## src/rtl/trail_collision_reader.sv

```systemverilog
// Per-frame collision probe: reads the trail cell one step ahead of each bike
// through the shared frame-buffer port and raises sticky hit flags.
module trail_collision_reader #(
  parameter int         X_OFFSET   = 8,
  parameter int         ROW_WORDS  = 320,
  parameter int         PLAY_MAX   = 223,
  parameter logic [2:0] PLAY_STATE = 3'b010
) (
  input  logic        Clk,
  input  logic        Reset_n,
  input  logic        frame_clk,
  input  logic [2:0]  Game_State,
  input  logic [7:0]  Blue_X,
  input  logic [7:0]  Blue_Y,
  input  logic [7:0]  Red_X,
  input  logic [7:0]  Red_Y,
  input  logic [1:0]  Blue_dir,
  input  logic [1:0]  Red_dir,
  output logic        rd_req,
  output logic [19:0] rd_addr,
  input  logic        rd_gnt,
  input  logic        rd_valid,
  input  logic [15:0] rd_data,
  output logic        blue_hit,
  output logic        red_hit,
  output logic        hit_valid,
  output logic        busy
);

  typedef enum logic [2:0] {
    S_IDLE, S_LATCH, S_CALC, S_REQ, S_WAIT, S_EVAL
  } state_t;

  state_t      state_q, state_d;
  logic        frame_q, frame_q2;
  logic [7:0]  bx_q, by_q, rx_q, ry_q, bx_d, by_d, rx_d, ry_d;
  logic [1:0]  bdir_q, rdir_q, bdir_d, rdir_d;
  logic        player_q, player_d;
  logic [1:0]  word_q, word_d;
  logic [19:0] base_q, base_d;
  logic        acc_b_q, acc_r_q, acc_b_d, acc_r_d;
  logic        blue_hit_q, red_hit_q, blue_hit_d, red_hit_d;

  logic        start, play;
  logic [7:0]  cur_x, cur_y;
  logic [1:0]  cur_dir;
  int          px, py;
  logic        wall;
  logic [19:0] base_calc, word_addr;
  logic        set_acc, adv;

  assign start = frame_q & ~frame_q2;
  assign play  = (Game_State == PLAY_STATE);

  // Probe cell of the player currently being evaluated
  always_comb begin
    cur_x   = player_q ? rx_q   : bx_q;
    cur_y   = player_q ? ry_q   : by_q;
    cur_dir = player_q ? rdir_q : bdir_q;
    px      = int'(cur_x);
    py      = int'(cur_y);
    case (cur_dir)
      2'b00:   py = py + 1;
      2'b01:   py = py - 1;
      2'b10:   px = px + 1;
      default: px = px - 1;
    endcase
    wall      = (px < 0) || (px > PLAY_MAX) || (py < 0) || (py > PLAY_MAX);
    base_calc = 20'((px + X_OFFSET) * 2 + py * ROW_WORDS * 4);
  end

  // Word order matches the writer: base, base+ROW, base+1, base+ROW+1
  assign word_addr = base_q + (word_q[0] ? 20'(ROW_WORDS) : 20'd0) + 20'(word_q[1]);

  always_comb begin
    state_d    = state_q;
    bx_d       = bx_q;
    by_d       = by_q;
    rx_d       = rx_q;
    ry_d       = ry_q;
    bdir_d     = bdir_q;
    rdir_d     = rdir_q;
    player_d   = player_q;
    word_d     = word_q;
    base_d     = base_q;
    acc_b_d    = acc_b_q;
    acc_r_d    = acc_r_q;
    blue_hit_d = blue_hit_q;
    red_hit_d  = red_hit_q;
    set_acc    = 1'b0;
    adv        = 1'b0;
    case (state_q)
      S_IDLE: if (start && play) state_d = S_LATCH;
      S_LATCH: begin
        bx_d     = Blue_X;
        by_d     = Blue_Y;
        rx_d     = Red_X;
        ry_d     = Red_Y;
        bdir_d   = Blue_dir;
        rdir_d   = Red_dir;
        player_d = 1'b0;
        acc_b_d  = 1'b0;
        acc_r_d  = 1'b0;
        state_d  = S_CALC;
      end
      S_CALC: begin
        if (wall) begin
          set_acc = 1'b1;
          adv     = 1'b1;
        end else begin
          base_d  = base_calc;
          word_d  = 2'd0;
          state_d = S_REQ;
        end
      end
      S_REQ: if (rd_gnt) state_d = S_WAIT;
      S_WAIT: begin
        if (rd_valid) begin
          if (rd_data != 16'd0) begin
            set_acc = 1'b1;
            adv     = 1'b1;
          end else if (word_q == 2'd3) begin
            adv = 1'b1;
          end else begin
            word_d  = word_q + 2'd1;
            state_d = S_REQ;
          end
        end
      end
      S_EVAL: begin
        blue_hit_d = blue_hit_q | acc_b_q;
        red_hit_d  = red_hit_q  | acc_r_q;
        state_d    = S_IDLE;
      end
      default: state_d = S_IDLE;
    endcase
    if (set_acc) begin
      if (player_q) acc_r_d = 1'b1;
      else          acc_b_d = 1'b1;
    end
    if (adv) begin
      if (!player_q) begin
        player_d = 1'b1;
        state_d  = S_CALC;
      end else begin
        state_d  = S_EVAL;
      end
    end
    // Leaving play aborts any scan and drops the round's sticky flags
    if (!play) begin
      state_d    = S_IDLE;
      blue_hit_d = 1'b0;
      red_hit_d  = 1'b0;
    end
  end

  always_ff @(posedge Clk or negedge Reset_n) begin
    if (!Reset_n) begin
      state_q    <= S_IDLE;
      frame_q    <= 1'b0;
      frame_q2   <= 1'b0;
      bx_q       <= '0;
      by_q       <= '0;
      rx_q       <= '0;
      ry_q       <= '0;
      bdir_q     <= '0;
      rdir_q     <= '0;
      player_q   <= 1'b0;
      word_q     <= '0;
      base_q     <= '0;
      acc_b_q    <= 1'b0;
      acc_r_q    <= 1'b0;
      blue_hit_q <= 1'b0;
      red_hit_q  <= 1'b0;
    end else begin
      state_q    <= state_d;
      frame_q    <= frame_clk;
      frame_q2   <= frame_q;
      bx_q       <= bx_d;
      by_q       <= by_d;
      rx_q       <= rx_d;
      ry_q       <= ry_d;
      bdir_q     <= bdir_d;
      rdir_q     <= rdir_d;
      player_q   <= player_d;
      word_q     <= word_d;
      base_q     <= base_d;
      acc_b_q    <= acc_b_d;
      acc_r_q    <= acc_r_d;
      blue_hit_q <= blue_hit_d;
      red_hit_q  <= red_hit_d;
    end
  end

  assign rd_req    = (state_q == S_REQ);
  assign rd_addr   = rd_req ? word_addr : 20'd0;
  assign hit_valid = (state_q == S_EVAL) && play;
  assign busy      = (state_q != S_IDLE);
  assign blue_hit  = blue_hit_q;
  assign red_hit   = red_hit_q;

endmodule

```

## config.mk

```make
export PLATFORM = sky130hd
export DESIGN_NAME = trail_collision_reader
export DESIGN_NICKNAME = d
export VERILOG_FILES = /design/src/rtl/trail_collision_reader.sv
export SDC_FILE = /design/constraint.sdc
export NUM_CORES = 1
export LEC_CHECK = 0
export BUFFER_PORTS_ARGS = -buffer_cell sky130_fd_sc_hd__buf_2
export CAP_MARGIN = 10
export CORE_AREA = 2 2 103 105
export DETAILED_ROUTE_END_ITERATION = 8
export DIE_AREA = 0 0 105 107
export PLACE_DENSITY = 0.76
export REMOVE_ABC_BUFFERS = 1
export SKIP_CTS_REPAIR_TIMING = 1
export SYNTH_ARGS = -nofsm -noshare
export SYNTH_HDL_FRONTEND = slang
export SYNTH_SLANG_ARGS = --single-unit
```

## constraint.sdc

```tcl
create_clock -name Clk -period 5.1 [get_ports Clk]
set_input_delay 1.53 -clock Clk [delete_from_list [all_inputs] [get_ports Clk]]
set_output_delay 1.53 -clock Clk [all_outputs]
set_load 0.03 [all_outputs]
```

Word-level counts from Yosys, hierarchy flattened
Cells that the tools add are included.
{"block": "word_totals", "ff_bits": 68, "inputBits": 60, "word_cells": 112}
{"block": "classes", "add_sub_neg": 9, "multipliers": 1, "magnitude_cmp": 4, "eq_ne": 20, "n_mux": 43, "n_bitwise": 5, "reduce_logical": 14}
{"op": "$pmux W32 S2", "count": 2}
{"op": "$gt A32 B9 Y1 const B", "count": 2}
{"op": "$lt A32 B1 Y1 const B", "count": 2}
{"op": "$mul A32 B4 Y12 const B", "count": 1}
{"op": "$mux W3", "count": 9}
{"op": "$add A20 B1 Y20", "count": 1}
{"op": "$add A20 B20 Y20", "count": 1}
{"op": "$add A20 B9 Y20", "count": 1}
{"op": "$mux W20", "count": 1}
{"op": "$ne A4 B4 Y1 const B", "count": 5}
{"op": "$add A19 B5 Y19 const B", "count": 1}
{"op": "$mux W1", "count": 19}
{"op": "$add A8 B1 Y9 const B", "count": 2}
{"op": "$sub A8 B1 Y9 const B", "count": 2}
{"op": "$mux W8", "count": 2}
{"op": "$reduce_bool A16 Y1", "count": 1}
{"op": "$pmux W3 S5", "count": 1}
{"op": "$mux W2", "count": 5}
{"op": "$eq A3 B2 Y1 const B", "count": 3}
{"op": "$mux W9", "count": 1}
{"op": "$ne A2 B2 Y1 const B", "count": 4}
{"op": "$eq A3 B3 Y1 const B", "count": 2}
{"op": "$reduce_and A6 Y1", "count": 1}
{"op": "$reduce_and A5 Y1", "count": 1}
{"op": "19 further kinds", "count": 26}

Longest topological paths before layout
Gate-level depths: netlist of the first run.
{"block": "logic_depth", "ltp_word": 12, "depth_mapped": 27, "ltp_nobuf": 23}

Least setup slack after synthesis of the first run
No wires, ideal clock.
{"block": "synth_path", "path_type": "reg-to-reg", "start": "reg player_q", "end": "reg base_q[19]", "setup_time_ns": 0.127, "t_arrival_ns": 4.870, "required_time_ns": 4.973, "setup_slack_ns": 0.102, "path_stages_with_launch": 25, "path_buffers": 4, "path_cell_list": "dfrtp_1 -> buf_6 -> buf_2 -> buf_2 -> buf_2 -> mux2i_1 -> inv_1 -> ha_1 -> mux2_2 -> nand2_1 -> xor2_1 -> ha_1 -> ha_1 -> a21o_1 -> a21oi_1 -> o21ai_0 -> a21oi_1 -> xnor2_1 -> ha_1 -> nand3_1 -> o311ai_0 -> a21o_1 -> a21oi_1 -> xnor2_1 -> mux2_1"}
{"block": "synth_via", "elab_chain_cells": 10, "elab_cells_between_ends": 25, "classes_between": "add/sub (6); mul (1); order compare (4); eq/ne (2); mux (5); bitwise (1); reduce/logical (6)"}
{"item": "start, declared", "line_no": "38", "source": "logic player_q, player_d;"}
{"item": "start signal, assigned", "line_no": "185", "source": "player_q <= player_d;"}
{"item": "parallel branches: the longest is 10 deep, another holds $mul A32 B4 Y12"}
{"item": "end signal, assigned", "line_no": "187", "source": "base_q <= base_d;"}
{"item": "end, declared", "line_no": "40", "source": "logic [19:0] base_q, base_d;"}
Several ways; the timed one is not identified.
A chain may end at the register's enable or synchronous reset.

Final worst setup path of the first run
{"block": "layout_path", "start": "reg player_q", "end": "reg base_q[16]"}
The elaborated chain is that of the path after synthesis.

==> results of run 1 <==
[metrics by stage]
stage          hold WS, ns  cell area [µm²]  worst slack [ns]  power, mW
6_report             0.398             6060             0.292       2.81
5_1_grt              0.424             6060           -0.0170       3.04
4_1_cts              0.411             5910           -0.0310       2.72
3_5_place_dp         0.391             5690          -0.00159       2.20
3_3_place_gp         0.376             5690             0.148       2.15
2_1_floorplan        0.354             5000            -0.638       1.85
[worst max-delay path: cells and delay by family, from the launching register on]
family | cells | cell delay [ns]
flip-flops | 1 | 0.49
AO/OA/AOI/OAI | 5 | 1.12
buffers and inverters | 2 | 0.36
XOR/XNOR | 3 | 0.42
AND/OR/NAND/NOR | 5 | 1.18
adder cells (fa/ha/maj) | 1 | 0.44
multiplexers | 2 | 0.67
[layout make-up]
type                            instances  area, µm²  area share (%)
Multi-Input combinational cell        411       3290            54.3
Timing Repair Buffer                  103        581            9.59
Clock buffer                            9        124            2.05
Clock inverter                          7        100            1.65
Tap cell                              136        170            2.81
Sequential cell                        67       1680            27.7
Inverter                               31        116            1.92
[per-layer routing]
metal | GRT usage [%] | up-vias | part of all wire, %
met5 | 0 | - | 0
met4 | 8.38 | 0 | 1.6
met3 | 4.98 | 18 | 6.2
met2 | 34.8 | 137 | 48
met1 | 26.7 | 2020 | 44
li1 | - | 2085 | -
[power breakdown]
group	internal [mW]	switching [mW]	leakage, nW
Clock	0.278	0.220	0.102
Combinational	0.711	0.819	1.94
Sequential	0.653	0.133	0.858
[how the worst max path moves through the flow]
stage                        start          to  slack [ns]  cells after the start
after floorplan           player_q  base_q[19]       -0.64                     16
after global placement    player_q  base_q[19]        0.15                     20
after detailed placement  player_q  base_q[19]      -0.002                     20
after CTS                 player_q  base_q[19]       -0.03                     20
after global routing      player_q  base_q[16]       -0.02                     18
final                     player_q  base_q[16]        0.29                     18
[layout by cell type, fill, tap and decap left out, types with 3 or more instances in the layout]
cell        count
a21oi_1        23
a31oi_1         3
inv_1          30
buf_4          16
nand2_1        26
and3b_1         3
nand3b_1        3
o2bb2ai_1       3
o22ai_1         5
mux2i_2         4
a21oi_2         3
ha_1           38
mux2_2         42
nor2_1         49
clkbuf_8        9
dfrtp_1        66
xor2_1         15
or3_1           4
mux2i_1        19
a21o_1          5
nand3_1        11
nor3b_1         4
o21ai_1         5
nand4_1         4
nor4_1          7
xnor2_1        29
clkinvlp_4      3
nor2b_1         4
and2_1         10
or2_2           3
o21ai_0        14
and3_1          4
mux2_1          9
nor3_1          9
buf_2          85
[kinds of logic (layout without fill, tap and decap cells)]
| logic type | after synthesis | count (layout) |
|---|---|---|
| mux | 76 | 76 |
| xor+xnor | 46 | 46 |
| buf+inv | 50 | 150 |
| fa+ha+maj | 41 | 41 |
| compound gates | 89 | 89 |
| flops | 67 | 67 |
| simple gates | 159 | 159 |
[sequential cells by signal, summed over array words and instances (netlist names)]
signal,flops
base_q,19
bx_q,8
by_q,8
rx_q,8
ry_q,8
state_q,3
bdir_q,2
rdir_q,2
word_q,2
acc_b_q,1
acc_r_q,1
blue_hit,1
frame_q,1
frame_q2,1
player_q,1
red_hit,1
==> metrics.yaml, run 1 <==
yosysSeqAreaShare_pct: 32.8
avgViaCountPerCell: 5.58
relSlewSlack_pct: 62.1
ys_types: 67
grt_usage_pct: 21.1
synth-edff-count: 0
p_leak_nw: 2.90
drv_slew: 0
setup_viol: 0
synth_top_flop_cell: "dfrtp_1"
synth_top_family_by_area: "multiplexers"
min_path_cells: 0
cts.htree.levels: 3
grt_max_degree: 45
synth_area_leaders: "dfrtp_1, ha_1, mux2_2, xnor2_1, mux2i_1"
crit_required_ns: 5.35
yosysWarningCount: 0
slowest_stage: "or4_4"
wirelength_mm: 11.7
yosys.area_share.simple_pct: 16.3
peakVddDrop_mv: 0.264
cap_violations: 0
n_fill_cell: 897
hold_violations: 0
grt_pass1_wl_mm: 19.2
fin_skew_ns: 0.0130
synth_compound_gate_area_share_pct: 11.7
start_util_pct: 50.6
r2r_end: "base_q[16]"
ioPinCount: 85
dieHeight_um: 107
syn_avg_cell_area_um2: 9.67
cts_buffer_depth: 2
gp_congestion: 1.05
status: "finished, final reports clean"
root_buffer: "clkbuf_8"
portBuffers: 84
die_w_um: 105
ys_top_cells_by_count: "dfrtp_1, nor2_1, mux2_2"
hp-start: "frame_q"
layout-area-overhead-vs-synth_pct: 18.6
synth_xor_area_share_pct: 8.04
syn_area_um2: 5110
drtPass1Iterations: 6
synth_top_area_cell: "dfrtp_1"
cp-end-kind: "flip-flop"
final_cells: 764
drive_above_1_share_pct: 30.4
ys_seq_elements: 67
antenna_left: 0
crit_fanout: 11
grt_overflow_total: 0
worstMarginPinSlew_ns: 0.569
async_reset_ff_share_pct: 100
holdPathEnd: "frame_q2"
dp.cells: 741
critPathKind: "flip-flop to flip-flop"
crit_arrival_ns: 5.05
synthAdderAreaFrac_pct: 10.3
dieArea_um2: 11200
numClockSinks: 67
nNetsFinal: 724
max_freq_mhz: 208
cpPeakStageDelay_ns: 0.57
synth_top_area_share_pct: 32.8
period_share_pct: 94.3
tritoncts: "done"
clk_pin_slew_ns: 0.08
fin_util_pct: 60.0
drcViolationCount: 0
diodes: 0
vias: 4260
synth.most_common_cell: "dfrtp_1"
rows: 37
wl_per_cell_um: 15.2
drtIter0Drc: 220
grt_pass1_vias: 4163
hold_class: "flip-flop to flip-flop"
core_area_um2: 10100
cts_buffers: 9
fin_setup_tns_ns: 0
power_density_nw_per_um2: 465
cp-start-kind: "flip-flop"
clk_latency_ns: 0.36
antenna_found_initial: 0
reg2reg_depth: 18
dp_hpwl_mm: 8.85
synthMuxAreaShare_pct: 16.5
min_period_ns: 4.81
timing.rr.start: "player_q"
path_cells: "buf_4, mux2_4, or4_4, a221oi_2, xnor2_1, nand3_1, nor3_2, buf_4, xnor2_1, fa_1, nor2b_1, o21ai_1, a21boi_0, o21a_1, nor2_2, o21ai_0, xor2_1, mux2_1"
synth_cells: 528
r2r_setup_slack_ns: 0.29
(Power assumes the default switching activity.)
==> inputs of run 2 (changes only) <==
Settings changed: PLACE_DENSITY 0.76 to 0.82.
==> run 2 against run 1 <==
  * Clock skew up 0.0025 ns
  * Clock power down 18%
  * Design area down 0.43%
  * Register-to-register slack worse by 0.15 ns
  * Hold slack worse by 0.018 ns
  * Count of clock-buffer cells in the layout up 1
  * Sequential power up 2%
  * Die area unchanged
  * Routed wire length up 2.2%
  * Cell count down 0.39%
  * First-iteration DRC count up 2.7%
  * Critical path type unchanged
  * Critical endpoint unchanged
  * Largest power group unchanged
==> metrics.yaml, run 2 (synthesis results as in run 1) <==
multi_input_area_um2: 3330
grt_util_met3_pct: 3.22
use_met1_pct: 26.7
layout_commonest_cell: "buf_2"
critPathKind: "flip-flop to flip-flop"
rsz0062_at_grt: "true"
hold_violations: 0
r2r_setup_slack_ns: 0.14
holdPathEnd: "frame_q2"
layout-area-overhead-vs-synth_pct: 18.1
pre_cts_ws_ns: -0.0267
dp_hpwl_mm: 9.17
core_area_um2: 10100
cap_violations: 0
crit_fanout: 8
dieArea_um2: 11200
path_cells: "mux2i_2, inv_1, ha_1, nand2b_1, or3_1, a21oi_1, xnor2_1, ha_1, inv_1, nor3_2, nand2_1, ha_1, inv_1, ha_1, nor2b_1, o21ai_0, a21boi_0, o21a_1, nor2_1, o21ai_0, xor2_1, mux2_1"
status: "finished, final reports clean"
wirelength_mm: 11.9
hold_class: "flip-flop to flip-flop"
grt_usage_pct: 21.7
met2_usage_pct: 37.1
min_path_cells: 0
worstMarginPinSlew_ns: 0.885
antenna_left: 0
numClockSinks: 67
antenna_found_initial: 0
peakVddDrop_mv: 0.228
clk_latency_ns: 0.36
top_register: "base_q"
start_util_pct: 50.6
swShare_pct: 43.4
fin_ws_ns: 0.141
fin_util_pct: 59.7
cpPeakStageDelay_ns: 0.59
min_period_ns: 4.96
root_buffer: "clkbuf_8"
gp_congestion: 0.934
period_share_pct: 97.2
nNetsFinal: 721
drcViolationCount: 0
comb_power_share_pct: 56.2
p_leak_nw: 2.87
drtIter0Drc: 226
final_cell_area_um2: 6030
crit_arrival_ns: 5.20
mostFrequentLayoutCells: "buf_2, dfrtp_1, nor2_1, mux2_2, ha_1"
power_density_nw_per_um2: 456
r2r_end: "base_q[16]"
relSlewSlack_pct: 41.0
p_clk_share_pct: 14.8
internal_power_mw: 1.55
dpl_cell_area_um2: 5710
cts_buffer_depth: 2
timing.rr.start: "player_q"
busiest_layer: "met2"
ioPinCount: 85
hold_slack_ns: 0.380
fin_skew_ns: 0.0155
worst_path_most_repeated_cell: "ha_1"
setup_viol: 0
drive_above_1_share_pct: 30.2
drtPass1Iterations: 4
die_w_um: 105
cts.htree.levels: 3
wl_per_cell_um: 15.6
slowest_stage: "dfrtp_4"
cp-start-kind: "flip-flop"
rows: 37
switchingPower_mw: 1.19
cp-end-kind: "flip-flop"
dieHeight_um: 107
grt_max_degree: 44
grt_overflow_total: 0
grt_pass1_wl_mm: 19.8
cts_buffers: 9
hp-start: "frame_q"
avgViaCountPerCell: 5.70
regArea_um2: 1680
grt_pass1_vias: 4342
crit_required_ns: 5.34
vias: 4336
diodes: 0
reg2reg_depth: 22
max_freq_mhz: 202
portBuffers: 84
largest_reg_flops: 19
tritoncts: "done"
p_seq_share_pct: 29.0
drv_slew: 0
clk_pin_slew_ns: 0.08
n_fill_cell: 872
==> run 2: changes by cell type in the layout (fill, tap and decap cells not counted), sizes merged <==
| cell | delta |
|---|---|
| buf | -3 |
| bufinv | -2 |
| clkbuf | +1 |
| clkinv | +1 |
==> run 2: metrics by stage <==
| step | total power [mW] | TNS, ns | instances |
|---|---|---|---|
| 3_3_place_gp | 2.16 | 0 | 744 |
| 4_1_cts | 2.65 | -0.0856 | 760 |
| 3_5_place_dp | 2.23 | -0.0267 | 744 |
| 2_1_floorplan | 1.85 | -1.77 | 509 |
| 5_1_grt | 2.96 | -0.167 | 761 |
| 6_report | 2.75 | 0 | 761 |
==> run 2: layer usage <==
layer / part of all wire, % / routed length [µm] / vias up
met1: 44 / 5280 / 2086
li1: - / - / 2084
met3: 5.0 / 592 / 28
met5: 0 / 0 / -
met4: 2.8 / 336 / 0
met2: 48 / 5700 / 138
==> run 2: area by class of cell <==
class                      count  share of cell area (%)
clock buffer                  10                    2.12
clock inverter                 6                   0.809
inverter                      31                    1.93
multi-input combinational    411                    55.2
sequential                    67                    27.9
tap                          136                    2.82
timing repair buffer         100                    9.23
==> run 2: how the worst max path moves through the flow <==
stage,end,start,cells past startpoint
floorplan,base_q[19],player_q,16
detailed placement,base_q[19],player_q,23
global route,base_q[16],player_q,18
CTS,base_q[19],player_q,23
global placement,base_q[19],player_q,23
finish,base_q[16],player_q,22
==> run 2: power groups by stage <==
stage | Clock [mW] | Sequential, mW | Combinational [mW]
after floorplan | 0 | 0.766 | 1.08
after global placement | 0 | 0.782 | 1.38
after detailed placement | 0 | 0.791 | 1.44
after CTS | 0.409 | 0.780 | 1.46
after global routing | 0.434 | 0.816 | 1.71
final | 0.406 | 0.797 | 1.55
==> run 2: worst max-delay path, delay by kind of cell, from the launching register on <==
| family | cells | cell delay [ns] |
|---|---|---|
| buffers and inverters | 3 | 0.20 |
| xor gates and xnor gates | 2 | 0.36 |
| muxes | 2 | 0.55 |
| DFF | 1 | 0.59 |
| adders and majority gates | 4 | 1.04 |
| and+or+nand+nor | 6 | 1.09 |
| AOI/OAI and AO/OA | 5 | 0.99 |
==> inputs of run 3 (changes only) <==
Settings changed: CELL_PAD_IN_SITES_DETAIL_PLACEMENT from default to 0, CELL_PAD_IN_SITES_GLOBAL_PLACEMENT from default to 1, CORE_AREA 2 2 103 105 to 2 2 116 118, DIE_AREA 0 0 105 107 to 0 0 118 120, PLACE_DENSITY 0.82 to 0.83.
==> run 3 against run 2 <==
  * Via count is 3.8% lower
  * Clock power grew 60%
  * Hold slack improved by 0.00094 ns
  * Worst setup slack better by 0.11 ns
  * Highest routed layer unchanged
  * Register-to-register slack gained 0.11 ns
  * Sequential share of layout area down 1.0 points
  * Critical endpoint is now base_q[19]
  * Combinational power is 3% lower
  * Count of clock-buffer cells in the layout increased by 3
  * Critical path type unchanged
  * Sequential power decreased by 2%
  * Power is 7.2% higher
==> metrics.yaml, run 3 (synthesis results as in run 1) <==
status: "finished, final reports clean"
cpPeakStageDelay_ns: 0.48
core_area_um2: 13000
cts_buffers: 9
dieArea_um2: 14200
critPathKind: "flip-flop to flip-flop"
numClockSinks: 67
fin_ws_ns: 0.247
peakVddDrop_mv: 0.236
portBuffers: 84
hp-start: "frame_q"
top_register: "base_q"
wirelength_mm: 11.7
timing.rr.start: "player_q"
cts_buffer_depth: 2
tritoncts: "done"
period_share_pct: 95.1
grt_pass1_wl_mm: 19.6
drtPass1Iterations: 4
diodes: 0
multi_input_area_um2: 3270
cp-start-kind: "flip-flop"
cp-startpoint: "player_q"
layout_commonest_cell: "buf_2"
largest_reg_flops: 19
grt_usage_pct: 16.9
fin_util_pct: 48.1
crit_required_ns: 5.32
min_period_ns: 4.85
layout-area-overhead-vs-synth_pct: 22.3
wl_per_cell_um: 14.4
crit_fanout: 12
vias: 4171
dp_hpwl_mm: 8.94
power_density_nw_per_um2: 472
grt_overflow_total: 0
drive_above_1_share_pct: 30.0
clk_latency_ns: 0.34
gp_congestion: 0.836
p_leak_nw: 2.97
die_w_um: 118
slowest_stage: "dfrtp_2"
rows: 42
antenna_found_initial: 0
crit_arrival_ns: 5.07
grt_max_degree: 47
cp_top_family: "adder cells"
hold_violations: 0
cp-end-kind: "flip-flop"
fin_setup_tns_ns: 0
cts.htree.levels: 3
mostFrequentLayoutCells: "buf_2, dfrtp_1, nor2_1, mux2_2, ha_1"
final_cell_area_um2: 6240
regArea_um2: 1680
drv_slew: 0
antenna_left: 0
nNetsFinal: 729
pre_cts_ws_ns: -0.00483
setup_viol: 0
hold_class: "flip-flop to flip-flop"
fin_skew_ns: 0.00520
start_util_pct: 39.3
dieHeight_um: 120
cap_violations: 0
ioPinCount: 85
avgViaCountPerCell: 5.16
drcViolationCount: 0
clk_pin_slew_ns: 0.06
drtIter0Drc: 123
path_cells: "buf_12, mux2i_4, ha_1, o21ai_0, mux2i_1, nand2_1, xor2_1, ha_1, inv_1, fa_1, nor2b_1, o21ai_0, a21boi_1, nor2_1, ha_1, and2_1, o21ai_0, o311ai_1, a21o_1, a21oi_1, xnor2_1, mux2_1"
total_power_mw: 2.95
n_fill_cell: 1230
root_buffer: "clkbuf_16"
worstMarginPinSlew_ns: 0.727
dpl_cell_area_um2: 5790
relSlewSlack_pct: 51.6
max_freq_mhz: 206
crit_buf_inv: 2
grt_pass1_vias: 4143
## run 3: cell types whose count changed in the layout (fill, tap and decap cells not counted), moves of 3 or more
cell / before / now
buf_4: 14 / 20
clkbuf_8: 9 / 3
clkbuf_16: 0 / 11
mux2i_2: 3 / 0
mux2i_1: 17 / 21
## run 3: report_power, final
group	total (mW)	internal, mW	switching [mW]
Combinational	1.51	0.726	0.787
Clock	0.648	0.418	0.230
Sequential	0.784	0.654	0.130
Total	2.95	1.80	1.15
## run 3: path summary, 6_finish.rpt
path,endpoint,slack [ns],cells past startpoint
max in group asynchronous,player_q,2.90,2
max,base_q[19],0.25,22
min,frame_q2,0.38,0
min in group asynchronous,by_q[6],1.20,1
min reg2reg,frame_q2,0.38,0
max reg2reg,base_q[19],0.25,22
## run 3: through the flow
step                cells  hold WS [ns]
floorplan             509         0.354
global placement      786         0.368
detailed placement    786         0.372
CTS                   802         0.387
global route          809         0.400
finish                809         0.381
## run 3: per-layer routing
metal | share of wire [%] | vias to the layer above | routed length (µm) | global-route usage [%]
li1 | - | 2098 | - | -
met1 | 46 | 1970 | 5420 | 21.6
met2 | 48 | 86 | 5600 | 28.3
met3 | 3.9 | 17 | 450 | 3.18
met4 | 1.8 | 0 | 212 | 6.63
met5 | 0 | - | 0 | 0
## run 3: layout make-up
class / count / share of cell area, %
clock buffer: 13 / 4.33
sequential: 67 / 26.9
multi-input combinational: 411 / 52.3
inverter: 31 / 1.86
tap: 176 / 3.53
clock inverter: 3 / 0.721
timing repair buffer: 108 / 10.3
